<file path="config.mk">
export PLATFORM = sky130hd
export DESIGN_NAME = score_neighbour_fetch
export DESIGN_NICKNAME = d
export VERILOG_FILES = /design/src/rtl/score_neighbour_fetch.sv
export SDC_FILE = /design/constraint.sdc
export NUM_CORES = 1
export LEC_CHECK = 0
export ABC_AREA = 1
export CAP_MARGIN = 20
export CORE_ASPECT_RATIO = 0.7
export CORE_MARGIN = 2
export CORE_UTILIZATION = 35
export DETAILED_ROUTE_END_ITERATION = 8
export MAX_ROUTING_LAYER = met4
export PLACE_DENSITY = 0.64
export SYNTH_ARGS = -nofsm -noshare
export SYNTH_HDL_FRONTEND = slang
export SYNTH_SLANG_ARGS = --single-unit
</file>
<file path="constraint.sdc">
create_clock -name clk -period 4.08 [get_ports clk]
set_input_delay 0.816 -clock clk [delete_from_list [all_inputs] [get_ports clk]]
set_output_delay 0.816 -clock clk [all_outputs]
set_load 0.01 [all_outputs]
</file>
<file path="src/rtl/score_neighbour_fetch.sv">
// score_neighbour_fetch
//   Fetches the three neighbour scores (diag, up, left) of cell (i,j) of an
//   (N+1)x(N+1) row-major score matrix held in a RAM with fixed read latency.
//   Row-0 / column-0 neighbours are synthesized as (r+c)*GAP instead of read.
//
// Ports
//   clk, rst                 clock, asynchronous active-high reset
//   req_valid/req_ready      request handshake, req_i/req_j = target cell
//   ram_en/ram_addr/ram_data RAM read port, data valid RD_LAT cycles after ram_en
//   out_valid/out_ready      result handshake
//   diag/up/left             neighbour scores, err = request out of range
module score_neighbour_fetch #(
    parameter int        SCORE_W = 9,
    parameter int        N       = 128,
    parameter int        IDX_W   = 8,
    parameter int        ADDR_W  = 15,
    parameter int        RD_LAT  = 1,
    parameter int signed GAP     = -1
) (
    input  logic               clk,
    input  logic               rst,
    input  logic               req_valid,
    output logic               req_ready,
    input  logic [IDX_W-1:0]   req_i,
    input  logic [IDX_W-1:0]   req_j,
    output logic               ram_en,
    output logic [ADDR_W-1:0]  ram_addr,
    input  logic [SCORE_W-1:0] ram_data,
    output logic               out_valid,
    input  logic               out_ready,
    output logic [SCORE_W-1:0] diag,
    output logic [SCORE_W-1:0] up,
    output logic [SCORE_W-1:0] left,
    output logic               err
);

    typedef enum logic [1:0] {IDLE, ISSUE, WAIT, OUT} state_t;

    state_t state, state_nxt;

    logic [IDX_W-1:0] ri, rj, si, sj;
    logic [2:0]       pend_q;         // reads not yet issued, bit0=diag 1=up 2=left
    logic [1:0]       slot_q;         // slot of the read currently on ram_addr

    // tag pipeline: stage s holds the read issued s cycles ago
    logic [RD_LAT:1]      tag_vld;
    logic [RD_LAT:1][1:0] tag_slot;

    logic                          legal;
    logic [2:0]                    need, mask, onehot;
    logic [1:0]                    sel;
    logic [2:0][SCORE_W-1:0]       bnd;
    logic [2:0][ADDR_W-1:0]        addr;
    logic                          early_inflight;

    assign req_ready = (state == IDLE);
    assign out_valid = (state == OUT);
    assign ram_en    = (state == ISSUE);

    // In IDLE the live request indices drive the neighbour maths so the first
    // read can be launched on the accepting edge.
    assign si = (state == IDLE) ? req_i : ri;
    assign sj = (state == IDLE) ? req_j : rj;

    always_comb begin
        int ii, jj;
        int r [3];
        int c [3];
        ii    = int'(si);
        jj    = int'(sj);
        legal = (ii >= 1) && (ii <= N) && (jj >= 1) && (jj <= N);
        r[0] = ii - 1; c[0] = jj - 1;
        r[1] = ii - 1; c[1] = jj;
        r[2] = ii;     c[2] = jj - 1;
        need = '0;
        bnd  = '0;
        addr = '0;
        for (int s = 0; s < 3; s++) begin
            need[s] = legal && (r[s] != 0) && (c[s] != 0);
            bnd[s]  = SCORE_W'((r[s] + c[s]) * GAP);
            addr[s] = ADDR_W'(r[s] * (N + 1) + c[s]);
        end
    end

    // next read = lowest pending slot, which gives the diag, up, left order
    always_comb begin
        mask   = (state == IDLE) ? need : pend_q;
        sel    = 2'd0;
        onehot = 3'b000;
        if (mask[0]) begin
            sel = 2'd0; onehot = 3'b001;
        end else if (mask[1]) begin
            sel = 2'd1; onehot = 3'b010;
        end else if (mask[2]) begin
            sel = 2'd2; onehot = 3'b100;
        end
    end

    // Only the final stage may still be busy when WAIT exits: it is captured
    // on the same edge that moves to OUT.
    always_comb begin
        early_inflight = 1'b0;
        for (int s = 1; s < RD_LAT; s++)
            early_inflight = early_inflight | tag_vld[s];
    end

    always_ff @(posedge clk or posedge rst) begin
        if (rst) state <= IDLE;
        else     state <= state_nxt;
    end

    always_comb begin
        state_nxt = state;
        case (state)
            IDLE:  if (req_valid) state_nxt = (!legal || need == 3'b000) ? OUT : ISSUE;
            ISSUE: if (pend_q == 3'b000) state_nxt = WAIT;
            WAIT:  if (!early_inflight) state_nxt = OUT;
            OUT:   if (out_ready) state_nxt = IDLE;
            default: state_nxt = IDLE;
        endcase
    end

    always_ff @(posedge clk or posedge rst) begin
        if (rst) begin
            ri       <= '0;
            rj       <= '0;
            pend_q   <= '0;
            slot_q   <= '0;
            ram_addr <= '0;
            tag_vld  <= '0;
            tag_slot <= '0;
            diag     <= '0;
            up       <= '0;
            left     <= '0;
            err      <= 1'b0;
        end else begin
            tag_vld[1]  <= ram_en;
            tag_slot[1] <= slot_q;
            for (int s = 2; s <= RD_LAT; s++) begin
                tag_vld[s]  <= tag_vld[s-1];
                tag_slot[s] <= tag_slot[s-1];
            end

            if (state == IDLE && req_valid) begin
                ri   <= req_i;
                rj   <= req_j;
                err  <= !legal;
                // boundary values preloaded; RAM returns overwrite read slots
                diag <= legal ? bnd[0] : '0;
                up   <= legal ? bnd[1] : '0;
                left <= legal ? bnd[2] : '0;
                pend_q <= need & ~onehot;
                if (need != 3'b000) begin
                    ram_addr <= addr[sel];
                    slot_q   <= sel;
                end
            end else if (state == ISSUE && pend_q != 3'b000) begin
                ram_addr <= addr[sel];
                slot_q   <= sel;
                pend_q   <= pend_q & ~onehot;
            end

            if (tag_vld[RD_LAT]) begin
                case (tag_slot[RD_LAT])
                    2'd0:    diag <= ram_data;
                    2'd1:    up   <= ram_data;
                    default: left <= ram_data;
                endcase
            end
        end
    end

endmodule
</file>
==> PnR_summary.wiki <==
{| class="wikitable"
! Metric !! Value
|-
| Sort of element at the end of the critical path || register
|-
| Total wire length after detailed routing || 28.4 mm
|-
| XOR/XNOR Fraction of Synth Area || 0.0546
|-
| Via count of the first global-routing pass || around 8000
|-
| CTS H-tree lvls || 3
|-
| Number of DRC markers after the initial detailed-route iteration || 650
|-
| # DRC || 0
|-
| Slew @ Worst Pin || roughly 0.74 ns
|-
| Number of nets produced by synthesis || between 1000 and 1500
|-
| Gr usage total || 0.245
|-
| Filler cell count || ~2100
|-
| Final antenna diode count || 0
|-
| Outcome || complete, but fails checks
|-
| Worst stage delay on the critical path || 0.43 ns
|-
| CTS clk-pin slew, worst paths || 0.06 ns
|-
| Synth-to-Final Area Change || 50.9%
|-
| Number of rows in the core area || 46
|-
| Worst-case register-to-register setup slack || -0.02 ns
|-
| Worst-case hold path end point || tag_slot[0]
|-
| Highest fanout seen on the critical path || 2
|-
| Critical path class || in -> reg
|-
| Number of instances on the worst hold path || 0
|-
| Full die area || 24200 um^2
|-
| Hold violation count in the final report || 0
|-
| Clock tree root buffer cell || clkbuf_16
|-
| Number of synthesized flops with an enable pin || 0
|-
| Total setup violations reported at the end of the flow || 3
|-
| Setup tns final || -0.0519 ns
|-
| Launching element of the worst setup path || req_i[5]
|-
| Worst reg2reg path endpoint || ram_addr[14]
|-
| Violations in the final reports || setup timing
|-
| Net total in the final layout || 1569
|-
| Warnings from Yosys || 0
|-
| Synthesis-stage register bit count || 69
|-
| Detail-routed via count per cell || 4.93
|-
| Post-Synth Adder-Cell Area || 0.227
|-
| Die X || 185 um
|-
| Post-route core utilization || 0.536
|-
| Critical Path RT || approximately 4.3 ns
|-
| Arrival time of data at the critical path endpoint || 4.36 ns
|-
| Standard cell area after detailed placement || roughly 11000 um^2
|-
| Starting density of the core || 0.355
|-
| Remaining number of nets flagged by the antenna check after routing || 0
|-
| Clock network latency to the later pin of the worst-skew pair || 0.37 ns
|-
| Clock tree from TritonCTS || yes
|-
| Most used cell, CP || nand2_1
|-
| Final worst path period share || 1.01
|-
| RePlAce Congestion || 1.03
|-
| Gate count of the mapped netlist || about 1100
|-
| Post-Route Skew || 0.0161 ns
|-
| Post-synthesis share of cell area spent on and, or, nand and nor gates || 0.324
|-
| Ratio of cells with drive above 1 in the final layout || 0.339
|-
| Fin. max-slew vios || 0
|-
| Most common flop cell mapped by yosys || dfrtp_1
|-
| Largest net degree at the start of global routing || 36
|-
| Cell depth of the worst flop-to-flop path || 31
|-
| Sequential fraction of the synthesis area || 0.215
|-
| Hold-fix buffers, CTS || 0
|-
| Via count || approximately 8500
|-
| Global-route congestion overflow total || 0
|-
| Setup repair after global routing missed its margin || true
|-
| Beginning of the worst register-to-register path || state[1]
|-
| Cells taking the most area after synthesis || dfrtp_1, ha_1, nand2_1, inv_1, nand3_1
|-
| Peak clock frequency supported by timing || between 200 and 250 MHz
|-
| Hold Path Origin || slot_q[0]
|-
| Leading area contributor after synthesis || dfrtp_1
|-
| Post-detail-place hpwl || 22.2 mm
|-
| Antenna violations before repair || 0
|-
| Global-route wire length before repair || between 40 and 50 mm
|-
| Main combinational cell family by area after synthesis || simple AND/OR/NAND/NOR gates
|-
| Worst rel slew slack || 0.508
|-
| Avg Synthesized Cell Area || just over 7 um^2
|-
| Clock buffers created by TritonCTS || 9
|-
| Post-synthesis async set-or-reset flop share || 1.00
|-
| Startpoint types || primary input
|-
| CTS sink cnt || 69
|-
| Die height || approximately 130 um
|-
| Number of different library cells in the post-synthesis netlist || 44
|-
| Synth Cell Area || around 8000 um^2
|-
| Worst Setup Slack post-DPL || -0.662 ns
|-
| Critical Path Slowest Stage Cell || clkdlybuf4s50_1
|-
| Buffer depth of the longest clock path || 2
|-
| Proportion of netlist area held by the largest area contributor || 0.215
|-
| Hold Crit Class || reg -> reg
|-
| Post-detailed-route wirelength per cell || roughly 17 um
|-
| Multiplexer share of the synthesized area || 0
|-
| Final std cell area, no fill || roughly 12000 um^2
|-
| Count of buffers from port buffering || 74
|-
| I/O pin count || 75
|-
| Crit path setup slack, layout || -0.0269 ns
|-
| Synth Area in Compound Gates || 0.103
|-
| Placeable core region || approximately 23000 um^2
|-
| TritonRoute pass-1 iters || 6
|-
| Clock period minus worst slack || slightly above 4 ns
|-
| Maximum capacitance violations || 0
|}
-- critical path, delay by kind of cell --
family / cells / cell delay, ns
xor gates and xnor gates: 1 / 0.21
buffers and inverters: 4 / 0.71
AOI/OAI and AO/OA: 2 / 0.20
and+or+nand+nor: 17 / 1.32
adders and majority gates: 5 / 1.09
-- sequential cells by signal (all words and copies together) (netlist names) --
signal	cells
ri	8
rj	8
err	1
left	9
ram_addr	15
pend_q	3
slot_q	2
tag_vld	1
state	2
up	9
tag_slot	2
diag	9
-- per-stage QoR --
stage	hold slack (ns)	instances
after floorplan	0.354	1109
after detailed placement	0.364	1644
final	0.377	1717
after global placement	0.360	1644
after CTS	0.378	1695
after global routing	0.391	1717
-- Yosys cell counts, types with 4 or more instances --
library cell	n
nor2_4	7
nor2_1	76
a21o_1	5
dfrtp_1	69
nand2_4	8
o21ai_0	37
o21ai_1	6
o2111ai_1	4
nand3_2	5
ha_1	131
nor2_2	10
inv_1	110
xor2_1	28
nand2_2	33
nand4_1	11
clkbuf_1	9
nand2_1	324
buf_6	7
nand3_1	73
a31oi_1	30
fa_1	9
xnor2_1	22
a21oi_1	51
or2_2	12
-- timing repair --
item,4_1_cts,5_1_grt
setup endpoints to repair,9,16
endpoints found under the hold margin,0,0
resized for setup,80,70
pin swaps,51,39
gates cloned,0,0
buffers inserted,35,22
-- area by class of cell --
| class | instances | area, um^2 | share of cell area |
|---|---|---|---|
| repair buffers | 302 | 2560 | 0.212 |
| flip-flops and latches | 69 | 1730 | 0.143 |
| clock inverters | 5 | 58.8 | 0.00486 |
| well taps | 312 | 390 | 0.0323 |
| inverters | 114 | 450 | 0.0372 |
| clock buffers | 11 | 253 | 0.0209 |
| multi-input cells | 904 | 6660 | 0.550 |
-- cell usage in the layout, fill, tap and decap left out, types with 26 or more instances in the layout --
cell type / instances
o21ai_0: 32
ha_1: 84
nand3_1: 63
inv_1: 93
dfrtp_1: 69
nor2_1: 67
a21oi_1: 41
nand2_1: 286
a31oi_1: 29
nand2_2: 62
clkdlybuf4s50_1: 66
xor2_1: 26
buf_4: 216
ha_4: 45
-- logic make-up (layout without fill, tap and decap cells) --
| group | Yosys count | in the layout |
|---|---|---|
| fa+ha+maj | 140 | 140 |
| compound gates | 144 | 144 |
| xor+xnor | 50 | 50 |
| flops | 69 | 69 |
| simple gates | 570 | 570 |
| buf+inv | 136 | 432 |
-- worst max-delay path by stage --
stage | endpoint | slack, ns | cells past startpoint
finish | ram_addr[14] | -0.03 | 29
global placement | ram_addr[14] | -0.66 | 31
global route | ram_addr[14] | -0.24 | 31
floorplan | ram_addr[12] | -0.002 | 25
detailed placement | ram_addr[14] | -0.66 | 30
CTS | ram_addr[14] | 0.0003 | 31
-- routing by layer --
metal  part of all wire  global-route usage  vias up
li1                   -                   -     4208
met1               0.50               0.353     3960
met2               0.41               0.340      268
met3              0.078              0.0657       31
met4              0.015              0.0523        0
met5                  0                   -        -
Power is left out: the tool's default activity adds up to more than one toggle a clock period on the data nets, which glitch-free logic cannot reach.
